[src/rtl/hex_reg_overlay.sv]
// rtl/hex_reg_overlay.sv - VGA text overlay drawing NUM_REGS rows "R<i>=<hex>" from a per-frame register snapshot
//
// Purpose: sits between the VGA timing generator and the RGB pins. It decodes the pixel position into a
// character cell, addresses the external clocked ASCII ROM, and colours glyph pixels. Rows whose value
// changed at the last snapshot are drawn in a highlight colour for HOLD_FRAMES frames.
//
// Ports:
//   clkvga    in   pixel clock, the only clock
//   rst_n     in   asynchronous active-low reset
//   video_on  in   active-video flag from the timing generator
//   x, y      in   current pixel column / line
//   reg_flat  in   register values, reg i at [i*DATA_W +: DATA_W]
//   rom_addr  out  {ascii[6:0], glyph_row[3:0]} to the ASCII ROM
//   rom_data  in   glyph row from the ROM, bit 7 = leftmost pixel
//   rgb       out  pixel colour, ROM_LAT+2 cycles after x/y/video_on
module hex_reg_overlay #(
  parameter int          NUM_REGS    = 8,
  parameter int          DATA_W      = 8,
  parameter int          ORIGIN_X    = 192,
  parameter int          ORIGIN_Y    = 208,
  parameter int          SNAP_LINE   = 480,
  parameter int          HOLD_FRAMES = 60,
  parameter int          ROM_LAT     = 1,
  parameter logic [11:0] FG_RGB      = 12'h00F,
  parameter logic [11:0] HL_RGB      = 12'hF00,
  parameter logic [11:0] BG_RGB      = 12'hFFF
) (
  input  logic                       clkvga,
  input  logic                       rst_n,
  input  logic                       video_on,
  input  logic [9:0]                 x,
  input  logic [9:0]                 y,
  input  logic [NUM_REGS*DATA_W-1:0] reg_flat,
  output logic [10:0]                rom_addr,
  input  logic [7:0]                 rom_data,
  output logic [11:0]                rgb
);
  localparam int HEX_DIG = DATA_W / 4;
  localparam int COLS    = 3 + HEX_DIG;
  localparam int WIN_W   = COLS * 8;
  localparam int WIN_H   = NUM_REGS * 16;
  localparam int HC_W    = (HOLD_FRAMES > 0) ? $clog2(HOLD_FRAMES + 1) : 1;

  function automatic logic [6:0] hex_ascii(input logic [3:0] n);
    return (n < 4'd10) ? (7'h30 + {3'b000, n}) : (7'h37 + {3'b000, n});
  endfunction

  logic [11:0]         w_dx, w_dy;
  logic                w_in_win, w_snap, w_hl, w_px;
  logic [7:0]          w_col;
  logic [3:0]          w_row, w_nib;
  logic [DATA_W-1:0]   w_val;
  logic [HC_W-1:0]     w_hc;
  logic [6:0]          w_char;

  logic [NUM_REGS*DATA_W-1:0] r_shadow, r_prev;
  logic [HC_W-1:0]            r_hc [NUM_REGS];
  logic                       r_snap_d;
  logic [10:0]                r_rom_addr;
  logic [2:0]                 r_bit [ROM_LAT+1];
  logic [ROM_LAT:0]           r_win, r_hl, r_von;
  logic [11:0]                r_rgb;

  // 12-bit two's-complement offsets: positions left of / above the window come out negative
  // (bit 11 set) instead of wrapping into it.
  assign w_dx     = {2'b00, x} - 12'(ORIGIN_X);
  assign w_dy     = {2'b00, y} - 12'(ORIGIN_Y);
  assign w_in_win = !w_dx[11] && (w_dx < 12'(WIN_W)) && !w_dy[11] && (w_dy < 12'(WIN_H));
  assign w_col    = w_dx[10:3];
  assign w_row    = w_dy[7:4];
  assign w_snap   = (x == 10'd0) && (y == 10'(SNAP_LINE));

  // Row and nibble selection by compare loops keeps every index a constant.
  always_comb begin
    w_val  = '0;
    w_hc   = '0;
    w_nib  = '0;
    w_char = 7'h00;
    for (int i = 0; i < NUM_REGS; i++) begin
      if (w_row == 4'(i)) begin
        w_val = r_shadow[i*DATA_W +: DATA_W];
        w_hc  = r_hc[i];
      end
    end
    for (int k = 0; k < HEX_DIG; k++) begin
      if (w_col == 8'(3 + k)) w_nib = w_val[(HEX_DIG-1-k)*4 +: 4];
    end
    if (w_in_win) begin
      case (w_col)
        8'd0:    w_char = 7'h52;
        8'd1:    w_char = hex_ascii(w_row);
        8'd2:    w_char = 7'h3D;
        default: w_char = hex_ascii(w_nib);
      endcase
    end
  end

  // Only the digit cells highlight; the "R<i>=" label keeps the normal colour.
  assign w_hl = w_in_win && (w_hc != '0) && (w_col >= 8'd3);

  assign w_px = rom_data[3'd7 - r_bit[ROM_LAT]];

  // Pixel pipeline: stage 0 sits alongside the registered ROM address, the delay line
  // carries the side information until rom_data for that address arrives.
  always_ff @(posedge clkvga or negedge rst_n) begin
    if (!rst_n) begin
      r_rom_addr <= '0;
      r_win      <= '0;
      r_hl       <= '0;
      r_von      <= '0;
      r_rgb      <= '0;
      for (int i = 0; i <= ROM_LAT; i++) r_bit[i] <= '0;
    end else begin
      r_rom_addr <= {w_char, w_dy[3:0]};
      r_bit[0]   <= w_dx[2:0];
      r_win[0]   <= w_in_win;
      r_hl[0]    <= w_hl;
      r_von[0]   <= video_on;
      for (int i = 1; i <= ROM_LAT; i++) begin
        r_bit[i] <= r_bit[i-1];
        r_win[i] <= r_win[i-1];
        r_hl[i]  <= r_hl[i-1];
        r_von[i] <= r_von[i-1];
      end
      if (!r_von[ROM_LAT])
        r_rgb <= 12'h000;
      else if (r_win[ROM_LAT] && w_px)
        r_rgb <= r_hl[ROM_LAT] ? HL_RGB : FG_RGB;
      else
        r_rgb <= BG_RGB;
    end
  end

  // Snapshot once per frame; highlight counters update the following cycle by comparing
  // the fresh snapshot with the one before it.
  always_ff @(posedge clkvga or negedge rst_n) begin
    if (!rst_n) begin
      r_shadow <= '0;
      r_prev   <= '0;
      r_snap_d <= 1'b0;
      for (int i = 0; i < NUM_REGS; i++) r_hc[i] <= '0;
    end else begin
      r_snap_d <= w_snap;
      if (w_snap) begin
        r_prev   <= r_shadow;
        r_shadow <= reg_flat;
      end
      if (r_snap_d) begin
        for (int i = 0; i < NUM_REGS; i++) begin
          if (r_shadow[i*DATA_W +: DATA_W] != r_prev[i*DATA_W +: DATA_W])
            r_hc[i] <= HC_W'(HOLD_FRAMES);
          else if (r_hc[i] != '0)
            r_hc[i] <= r_hc[i] - HC_W'(1);
        end
      end
    end
  end

  assign rom_addr = r_rom_addr;
  assign rgb      = r_rgb;

endmodule

[config.mk]
export PLATFORM = sky130hd
export DESIGN_NAME = hex_reg_overlay
export DESIGN_NICKNAME = d
export VERILOG_FILES = /design/src/rtl/hex_reg_overlay.sv
export SDC_FILE = /design/constraint.sdc
export NUM_CORES = 1
export LEC_CHECK = 0
export BUFFER_PORTS_ARGS = -buffer_cell sky130_fd_sc_hd__buf_2
export CORE_AREA = 2 2 235 121
export DETAILED_ROUTE_END_ITERATION = 16
export DIE_AREA = 0 0 237 123
export PLACE_DENSITY_LB_ADDON = 0.2
export SETUP_SLACK_MARGIN = 0.3
export SYNTH_ARGS = -nofsm -noshare
export SYNTH_HDL_FRONTEND = slang
export SYNTH_SLANG_ARGS = --single-unit
export TNS_END_PERCENT = 1
[constraint.sdc]
create_clock -name clkvga -period 2.6 [get_ports clkvga]
set_input_delay 0.65 -clock clkvga [delete_from_list [all_inputs] [get_ports clkvga]]
set_output_delay 0.65 -clock clkvga [all_outputs]
set_load 0.02 [all_outputs]
==> results of run 1 <==
-- stage by stage --
step / utilization / area [um^2]
final: 0.484 / 13100
after global routing: 0.484 / 13100
after CTS: 0.481 / 13100
after detailed placement: 0.446 / 12100
after global placement: 0.446 / 12100
after floorplan: - / 10300
-- final cells by class --
type                    instances  area [um^2]
inverters                      38          155
repair buffers                239         1640
well taps                     360          450
multi-input cells             624         5040
fillers                      2476        14000
clock inverters                13          263
flip-flops and latches        203         5080
clock buffers                  23          522
-- cells by family after synthesis --
group	share of synthesized area
simple gates	0.117
flops	0.499
compound gates	0.101
mux	0.145
xor+xnor	0.0809
buf+inv	0.0354
fa+ha+maj	0.0221
-- placed cells by master, fill, tap and decap left out, drive strengths merged, types with 3 or more instances in the layout --
cell type    n
mux2       126
a32oi        4
bufinv       7
a21oi       25
clkbuf      24
a31oi       13
o31ai        9
nor2b        9
nand2b      12
nor3        23
xnor2       46
a311oi       3
dfrtp      203
a21o         3
or2          4
nor2        28
buf        238
ha          18
a22o         5
nor4        20
xor2        48
o41ai        3
o21ai       44
nand2       80
nand3       15
o211a        3
a211oi       3
o211ai       7
nand4        7
clkinv       4
and3         5
or3         10
and2         5
inv         40
a221oi       7
nand3b       6
-- how the worst max path moves through the flow --
| stage | from | endpoint | depth (start not counted) |
|---|---|---|---|
| after floorplan | y[5] | rom_addr[6]$_DFF_PN0_ | 13 |
| after global placement | y[5] | rom_addr[6]$_DFF_PN0_ | 12 |
| after detailed placement | y[5] | rom_addr[6]$_DFF_PN0_ | 12 |
| after CTS | x[6] | rom_addr[6]$_DFF_PN0_ | 12 |
| after global routing | x[6] | rom_addr[4]$_DFF_PN0_ | 13 |
| final | y[5] | rom_addr[6]$_DFF_PN0_ | 13 |
-- registers in the layout, indices dropped and copies added, names as in the netlist --
register,cells
r_bit,6
r_hc,48
r_hl,2
r_prev,64
r_shadow,64
r_snap_d,1
r_von,2
r_win,2
rgb,3
rom_addr,11
-- power groups by stage --
| stage | Clock, mW | Sequential (mW) | Combinational, mW |
|---|---|---|---|
| after floorplan | 0 | 3.24 | 0.198 |
| after global placement | 0 | 3.23 | 0.533 |
| after detailed placement | 0 | 3.24 | 0.531 |
| after CTS | 3.57 | 3.17 | 0.557 |
| after global routing | 3.71 | 3.17 | 0.614 |
| final | 3.48 | 3.17 | 0.564 |
-- per-layer routing --
| layer | part of all wire | track usage | vias up |
|---|---|---|---|
| met5 | 0 | 0 | - |
| met4 | 0.012 | 0.0269 | 0 |
| met3 | 0.056 | 0.0426 | 28 |
| met2 | 0.37 | 0.251 | 182 |
| met1 | 0.56 | 0.321 | 3813 |
| li1 | - | - | 3669 |
-- worst max-delay path, cell delays in order --
cell,delay [ns]
buf_4,0.15
ha_2,0.19
buf_4,0.17
inv_1,0.15
buf_4,0.16
nand2_1,0.05
a31oi_1,0.27
o221ai_1,0.26
a31oi_2,0.24
ha_2,0.22
nor2b_4,0.14
mux2_4,0.30
a221oi_2,0.24
-- repair_timing --
action / CTS / global route
setup endpoints to repair: 9 / 137
setup buffers: 3 / 0
resized for setup: 33 / 19
cloned: 0 / 0
pin swaps: 6 / 4
==> qor.txt, run 1 <==
Status -> finished, violations left
Violated checks -> setup timing
ANT cells -> 0
R2r setup slk -> 0.15 ns
Std-Cell Core Area -> 27200 um^2
Post-synth top area cell -> dfrtp_1
Crit start category -> input pin
Fin Setup TNS -> -0.324 ns
Period utilization -> 1.07
Seq/Total Area, Yosys -> 0.499
CP endpoint kind -> flop
Die area -> 29200 um^2
Critical Path RT -> 3.02 ns
Post-synth ARST share -> 1.00
PortBufs -> 117
Ys Warns -> 0
Drt pass-1 iters -> 4
Worst-Margin Slew -> 0.820 ns
EDFF count, synth -> 0
Netlist Area Pre-Place -> 10200 um^2
Final Critical Period -> 2.78 ns
Via density -> 5.13
Post-Syn Nets -> 1020
Slew headroom -> 0.447
Synth Area per Inst -> 11.2 um^2
Final hold viol count -> 0
Worst r2r src -> r_shadow[13]$_DFFE_PN0P_
Total Nets Final -> 1239
CTS clk-pin slew, worst paths -> 0.07 ns
WP data arrival -> 3.21 ns
Placed Cells incl. Taps -> 1461
Most numerous cell in the Yosys netlist -> dfrtp_1
Kind of critical path -> input pin to flop
Crit-path max FO -> 6
Seq pwr share -> 0.440
HP Class -> input pin to async pin
Top cells by area, synth -> dfrtp_1 50%, mux2_2 14%, xor2_1 4.1%, xnor2_1 4.0%, nand2_1 3.0%
Final setup fails -> 4
Leakage -> 6.64 nW
IO Count -> 118
Reg-to-reg endpoint -> rom_addr[6]$_DFF_PN0_
GRT overflow -> 0
DP Worst Slack -> -0.927 ns
Top achievable clock speed -> 359 MHz
TritonCTS clock tree -> built
Max Slew Vio Count -> 0
Setup WS post-layout -> -0.184 ns
Drc violations -> 0
Clock power frac -> 0.482
Mapped Cells -> 907
Area Overhead vs Synth -> 29.2%
Synth cell count leaders -> 203 x dfrtp_1, 126 x mux2_2, 80 x nand2_1
Pin count of the biggest net entering global routing -> 55
CTS Hold Bufs -> 0
1st-iter DRT viols -> 486
Total CTS buffers -> 20
Antenna Nets Post-Route -> 0
Yosys top cell area share -> 0.499
Vias in the first global route -> 7418
Power Total -> 7.22 mW
Hold slack final -> 0.0666 ns
Comb power frac -> 0.078
Global-route wire length before repair -> 43200 um
Max-Cap Viols -> 0
Maximum clock path buffer count -> 3
Total track usage -> 0.193
# H-tree levels -> 1
Worst vdd ir -> 451 uV
Number of synthesized register bits -> 203
Top FF cell, synth -> dfrtp_1
Via count -> 7692
Sw power -> 1.64 mW
Row count -> 43
Post-synthesis cell type count -> 67
Worst Skew -> 0.0156 ns
Layout cell share with drive strength beyond 1 -> 0.403
Power per cell area -> 549 nW/um^2
Final WL -> 27600 um
Internal -> 5.57 mW
DR WL/cell -> 18.4 um
Clock sink count -> 203
Die X-Extent -> 237 um
GPL Wtd Cong -> 0.941
Non-filler cells in the finished layout -> 1500
R2R cell count -> 9
Starting Density -> 0.375
Clock latency on the worst-skew pair -> 0.52 ns
Dpl hpwl -> 21400 um
Initial antenna violation count -> 0
Unrepaired setup endpoints after global routing -> yes
Die H -> 123 um
Sw Ratio -> 0.228
CTS Root Cell -> clkbuf_16
Power figures use the tool's default switching activity.
==> run 2: changes to the inputs <==
Settings changed: PLACE_DENSITY set to 0.55, PLACE_DENSITY_LB_ADDON 0.2 to unset.
==> qor.txt, run 2 (synthesis gave the netlist of run 1 again) <==
Worst-Margin Slew -> 0.769 ns (was 0.820 ns)
Post-Route Utilization -> 0.495 (was 0.484)
Final WL -> 28600 um (was 27600 um)
Antenna Nets Post-Route -> 0 (unchanged)
IO Count -> 118 (unchanged)
Period utilization -> 1.07 (about the same)
Kind of critical path -> input pin to flop (unchanged)
R2r setup slk -> 0.18 ns (was 0.15 ns)
Dpl hpwl -> 21200 um (was 21400 um)
Worst vdd ir -> 383 uV (was 451 uV)
Die H -> 123 um (unchanged)
Worst Skew -> 0.0173 ns (was 0.0156 ns)
Regs by FF count -> r_prev (64), r_shadow (64), r_hc (48) (unchanged)
Cell family with most CP delay -> compound AO/OA/AOI/OAI gates (unchanged)
Violated checks -> setup timing (unchanged)
CTS clk-pin slew, worst paths -> 0.07 ns (about the same)
Pin count of the biggest net entering global routing -> 57 (was 55)
Total placed instance area -> 12000 um^2 (was 12100 um^2)
Std-Cell Core Area -> 27200 um^2 (unchanged)
Starting Density -> 0.375 (unchanged)
Global-route wire length before repair -> 44600 um (was 43200 um)
1st-iter DRT viols -> 513 (was 486)
Power per cell area -> 502 nW/um^2 (was 549 nW/um^2)
Critical Path Stages -> 16 (was 13)
DR WL/cell -> 19.0 um (was 18.4 um)
Unrepaired setup endpoints after global routing -> yes (unchanged)
GRT overflow -> 0 (unchanged)
Worst path max stage delay -> 0.31 ns (was 0.30 ns)
Status -> finished, violations left (unchanged)
PortBufs -> 117 (unchanged)
Critical Path RT -> 3.01 ns (was 3.02 ns)
Commonest non-fill, non-tap cell in the layout -> dfrtp_1 (unchanged)
Post-route cell area -> 13500 um^2 (was 13100 um^2)
Total CTS buffers -> 20 (unchanged)
CTS Root Cell -> clkbuf_16 (unchanged)
Via density -> 5.19 (was 5.13)
Die X-Extent -> 237 um (unchanged)
Max Slew Vio Count -> 0 (unchanged)
Register Area -> 5080 um^2 (unchanged)
Crit-path max FO -> 6 (unchanged)
Final Critical Period -> 2.78 ns (about the same)
CTS Hold Bufs -> 0 (unchanged)
HP Class -> input pin to async pin (unchanged)
Slew headroom -> 0.482 (was 0.447)
Via count -> 7795 (was 7692)
WP data arrival -> 3.19 ns (was 3.21 ns)
Total track usage -> 0.198 (was 0.193)
R2R cell count -> 9 (unchanged)
Leakage -> 6.72 nW (was 6.64 nW)
Row count -> 43 (unchanged)
ANT cells -> 0 (unchanged)
Crit-path cells -> buf_8, buf_12, inv_12, ha_4, a21oi_4, buf_4, xnor2_2, buf_4, nor3_1, a21boi_1, buf_4, a22oi_2, ha_4, nor2b_4, mux2_4, a221oi_2 (was buf_4, ha_2, buf_4, inv_1, buf_4, nand2_1, a31oi_1, o221ai_1, a31oi_2, ha_2, nor2b_4, mux2_4, a221oi_2)
Clock latency on the worst-skew pair -> 0.52 ns (about the same)
Clock sink count -> 203 (unchanged)
Maximum clock path buffer count -> 3 (unchanged)
Drc violations -> 0 (unchanged)
Area Overhead vs Synth -> 32.2% (was 29.2%)
Worst r2r src -> r_shadow[13]$_DFFE_PN0P_ (unchanged)
Vias in the first global route -> 7641 (was 7418)
Reg-to-reg endpoint -> rom_addr[6]$_DFF_PN0_ (unchanged)
TritonCTS clock tree -> built (unchanged)
Final hold viol count -> 0 (unchanged)
# H-tree levels -> 1 (unchanged)
Commonest cells after routing, fill and taps aside -> 203 x dfrtp_1, 113 x buf_2, 105 x buf_4 (was 203 x dfrtp_1, 125 x mux2_2, 115 x buf_2)
Max-Cap Viols -> 0 (unchanged)
Drt pass-1 iters -> 6 (was 4)
GPL Wtd Cong -> 0.970 (was 0.941)
Buf/Inv on CP -> 6 (was 4)
Die area -> 29200 um^2 (unchanged)
Multi-input logic area -> 5360 um^2 (was 5040 um^2)
Total Nets Final -> 1241 (was 1239)
CP max stage cell -> mux2_4 (unchanged)
Setup WS post-layout -> -0.176 ns (was -0.184 ns)
Fill cells -> 2456 (was 2476)
CP endpoint kind -> flop (unchanged)
Cell mode on critical path -> buf_4 (unchanged)
Crit start category -> input pin (unchanged)
Top achievable clock speed -> 360 MHz (was 359 MHz)
Final setup fails -> 5 (was 4)
Layout cell share with drive strength beyond 1 -> 0.404 (was 0.403)
Initial antenna violation count -> 0 (unchanged)
## run 2: through the flow
stage               power [mW]  setup slack (ns)  TNS [ns]  std cells  hold WS (ns)
detailed placement        3.75            -0.768    -57.61       1451         0.336
global route              7.02            -0.262    -0.850       1502         0.113
finish                    6.75            -0.176    -0.391       1502        0.0966
global placement          3.75            -0.803    -63.68       1451         0.333
CTS                       6.82           -0.0969    -0.129       1500        0.0966
floorplan                 3.44            -0.388    -13.11        907         0.331
## run 2: worst max path at each step
| stage | slack [ns] | start | to |
|---|---|---|---|
| 2_1_floorplan | -0.39 | y[5] | rom_addr[6]$_DFF_PN0_ |
| 3_3_place_gp | -0.80 | y[4] | rom_addr[6]$_DFF_PN0_ |
| 3_5_place_dp | -0.77 | y[4] | rom_addr[6]$_DFF_PN0_ |
| 4_1_cts | -0.1 | y[5] | rom_addr[6]$_DFF_PN0_ |
| 5_1_grt | -0.26 | y[5] | rom_addr[6]$_DFF_PN0_ |
| 6_report | -0.18 | y[5] | rom_addr[6]$_DFF_PN0_ |
## run 2: area by class of cell
cell class / count / area share
multi-input combinational: 624 / 0.398
sequential: 203 / 0.378
timing repair buffer: 241 / 0.129
clock buffer: 27 / 0.0421
tap: 360 / 0.0335
inverter: 38 / 0.0115
clock inverter: 9 / 0.00818
## run 2: layer usage
metal / global-route usage / vias to the layer above / part of all wire
met1: 0.323 / 3889 / 0.55
met3: 0.0431 / 30 / 0.057
met4: 0.0352 / 0 / 0.013
met5: 0 / - / 0
met2: 0.263 / 202 / 0.38
li1: - / 3674 / -
## run 2: repair_timing
action / 4_1_cts / 5_1_grt
buffers inserted: 12 / 2
pin swaps: 23 / 13
gates resized for setup: 45 / 103
cloned: 1 / 0
setup endpoints to repair: 134 / 143
## run 2: power by group
part | switching [mW] | internal [mW]
sequential | 0.00597 | 3.17
combinational | 0.321 | 0.261
clock | 1.26 | 1.74
==> run 3: changes to the inputs <==
Settings changed: BUFFER_PORTS_ARGS -buffer_cell sky130_fd_sc_hd__buf_2 to unset, CORE_AREA 2 2 235 121 to 3 3 236 122, DIE_AREA 0 0 237 123 to 0 0 239 125, DONT_BUFFER_PORTS set to 1, PLACE_DENSITY 0.55 to 0.51.
==> qor.txt, run 3 (synthesis gave the netlist of run 1 again) <==
Via density -> 5.32 (was 5.19)
Die area -> 29900 um^2 (was 29200 um^2)
Reg-to-reg endpoint -> rom_addr[6]$_DFF_PN0_ (unchanged)
Top achievable clock speed -> 399 MHz (was 360 MHz)
Initial antenna violation count -> 1 (was 0)
Commonest non-fill, non-tap cell in the layout -> dfrtp_1 (unchanged)
Worst Skew -> 0.0170 ns (was 0.0173 ns)
Regs by FF count -> r_prev (64), r_shadow (64), r_hc (48) (unchanged)
GRT overflow -> 0 (unchanged)
R2R cell count -> 9 (unchanged)
Sw Ratio -> 0.235 (was 0.234)
Final hold viol count -> 203 (was 0)
Unrepaired setup endpoints after global routing -> yes (unchanged)
Internal -> 4.84 mW (was 5.17 mW)
Multi-input logic area -> 5010 um^2 (was 5360 um^2)
Total track usage -> 0.181 (was 0.198)
M1 GR Usage -> 0.273 (was 0.323)
Register Area -> 5080 um^2 (about the same)
Status -> finished, violations left (unchanged)
Violated checks -> hold timing (was setup timing)
Worst-Margin Slew -> 0.814 ns (was 0.769 ns)
R2r setup slk -> 0.16 ns (was 0.18 ns)
Worst vdd ir -> 318 uV (was 383 uV)
Comb power frac -> 0.054 (was 0.086)
Leakage -> 5.92 nW (was 6.72 nW)
Commonest cells after routing, fill and taps aside -> 201 x dfrtp_1, 125 x mux2_2, 80 x nand2_1, 80 x buf_4, 47 x xor2_1 (was 203 x dfrtp_1, 113 x buf_2, 105 x buf_4)
Area Overhead vs Synth -> 19.0% (was 32.2%)
TritonCTS clock tree -> built (unchanged)
# H-tree levels -> 1 (unchanged)
Fill cells -> 2520 (was 2456)
Period utilization -> 0.965 (was 1.07)
CP endpoint kind -> flop (unchanged)
Antenna Nets Post-Route -> 0 (unchanged)
Seq pwr share -> 0.505 (was 0.470)
Vias in the first global route -> 7272 (was 7641)
Global-route wire length before repair -> 42300 um (was 44600 um)
Die H -> 125 um (was 123 um)
Maximum clock path buffer count -> 3 (unchanged)
GR met2 Demand/Resource -> 0.266 (was 0.263)
Met3 Use GR -> 0.0400 (was 0.0431)
Pin count of the biggest net entering global routing -> 204 (was 57)
Hold slack final -> -0.165 ns (was 0.0966 ns)
Row count -> 42 (was 43)
Worst r2r src -> r_shadow[13]$_DFFE_PN0P_ (unchanged)
Std-Cell Core Area -> 26600 um^2 (was 27200 um^2)
Final WL -> 26800 um (was 28600 um)
Clock latency on the worst-skew pair -> 0.52 ns (about the same)
Die X-Extent -> 239 um (was 237 um)
Power per cell area -> 523 nW/um^2 (was 502 nW/um^2)
Final setup fails -> 0 (was 5)
Total Nets Final -> 1092 (was 1241)
Kind of critical path -> input pin to flop (unchanged)
Crit-path max FO -> 6 (unchanged)
GRT Max-Usage Layer -> met1 (unchanged)
Starting Density -> 0.383 (was 0.375)
Total CTS buffers -> 21 (was 20)
GPL Wtd Cong -> 0.907 (was 0.970)
Critical Path RT -> 3.02 ns (was 3.01 ns)
HP Class -> input pin to async pin (unchanged)
Layout cell share with drive strength beyond 1 -> 0.298 (was 0.404)
Drc violations -> 0 (unchanged)
1st-iter DRT viols -> 493 (was 513)
WP data arrival -> 2.93 ns (was 3.19 ns)
CTS Root Cell -> clkbuf_16 (unchanged)
Drt pass-1 iters -> 5 (was 6)
IO Count -> 118 (unchanged)
Power Total -> 6.33 mW (was 6.75 mW)
Dpl hpwl -> 19800 um (was 21200 um)
Slew headroom -> 0.453 (was 0.482)
CTS clk-pin slew, worst paths -> 0.06 ns (was 0.07 ns)
Via count -> 7143 (was 7795)
Final Critical Period -> 2.51 ns (was 2.78 ns)
Clock sink count -> 203 (unchanged)
Max-Cap Viols -> 0 (unchanged)
Sw power -> 1.49 mW (was 1.58 mW)
Crit start category -> input pin (unchanged)
PortBufs -> 0 (was 117)
Max Slew Vio Count -> 0 (unchanged)
Clock power frac -> 0.442 (was 0.444)
DR WL/cell -> 19.9 um (was 19.0 um)
==> run 3: cell count changes in the layout (fill, tap and decap cells not counted), sizes merged <==
cell,before,now
clkinv,6,5
bufbuf,1,0
diode,0,1
bufinv,2,0
buf,239,90
inv,39,41
clkbuf,28,26
clkinvlp,0,1
==> run 3: how the worst max path moves through the flow <==
stage / slack (ns) / end / startpoint / cells after the start
after global routing: 0.01 / rom_addr[6]$_DFF_PN0_ / y[5] / 13
after CTS: 0.12 / rom_addr[6]$_DFF_PN0_ / y[4] / 12
after floorplan: -0.39 / rom_addr[6]$_DFF_PN0_ / y[5] / 13
final: 0.09 / rom_addr[6]$_DFF_PN0_ / y[4] / 13
after global placement: -0.76 / rom_addr[6]$_DFF_PN0_ / y[4] / 12
after detailed placement: -0.72 / rom_addr[6]$_DFF_PN0_ / y[4] / 12
==> run 3: repair_timing <==
action | in CTS | in global routing
gates cloned | 1 | 1
resized for setup | 21 | 22
buffers inserted | 2 | 6
hold endpoints to repair | 203 | 203
endpoints found under the setup margin | 8 | 137
pin swaps | 11 | 18
==> run 3: critical path: stages <==
cell and delay [ns]:
inv_6 0.05, ha_4 0.19, buf_12 0.12, buf_4 0.11
nand3b_1 0.11, a21oi_1 0.09, a211o_1 0.27, a222oi_1 0.28
a2bb2oi_1 0.28, buf_4 0.18, nand2b_1 0.06, mux2_4 0.26
a221oi_2 0.26
==> run 3: routing by layer <==
layer  share of wire  vias to the layer above
met2            0.42                      120
met5         0.00049                        -
met4           0.016                        2
met1            0.52                     3618
met3           0.042                       31
li1                -                     3372
==> run 3: area by class of cell <==
type / instances / area share
tap: 352 / 0.0364
antenna: 1 / 0.000207
multi-input combinational: 624 / 0.414
sequential: 203 / 0.420
clock inverter: 9 / 0.00568
timing repair buffer: 91 / 0.0666
clock buffer: 25 / 0.0446
inverter: 38 / 0.0132
==> run 3: power groups by stage <==
stage | sequential [mW] | clock (mW) | combinational (mW)
after global placement | 3.25 | 0 | 0.286
final | 3.20 | 2.79 | 0.340
after CTS | 3.19 | 2.89 | 0.304
after detailed placement | 3.25 | 0 | 0.284
after floorplan | 3.24 | 0 | 0.198
after global routing | 3.19 | 3.00 | 0.362
==> run 3: per-stage QoR <==
stage / cell area [um^2] / setup WS, ns / utilization / setup TNS (ns) / std cells
floorplan: 10300 / -0.388 / - / -13.11 / 907
global placement: 11200 / -0.757 / 0.420 / -16.56 / 1298
detailed placement: 11200 / -0.724 / 0.420 / -19.44 / 1298
CTS: 11900 / 0.124 / 0.448 / 0 / 1335
global route: 12100 / 0.0138 / 0.455 / 0 / 1342
finish: 12100 / 0.0915 / 0.455 / 0 / 1343
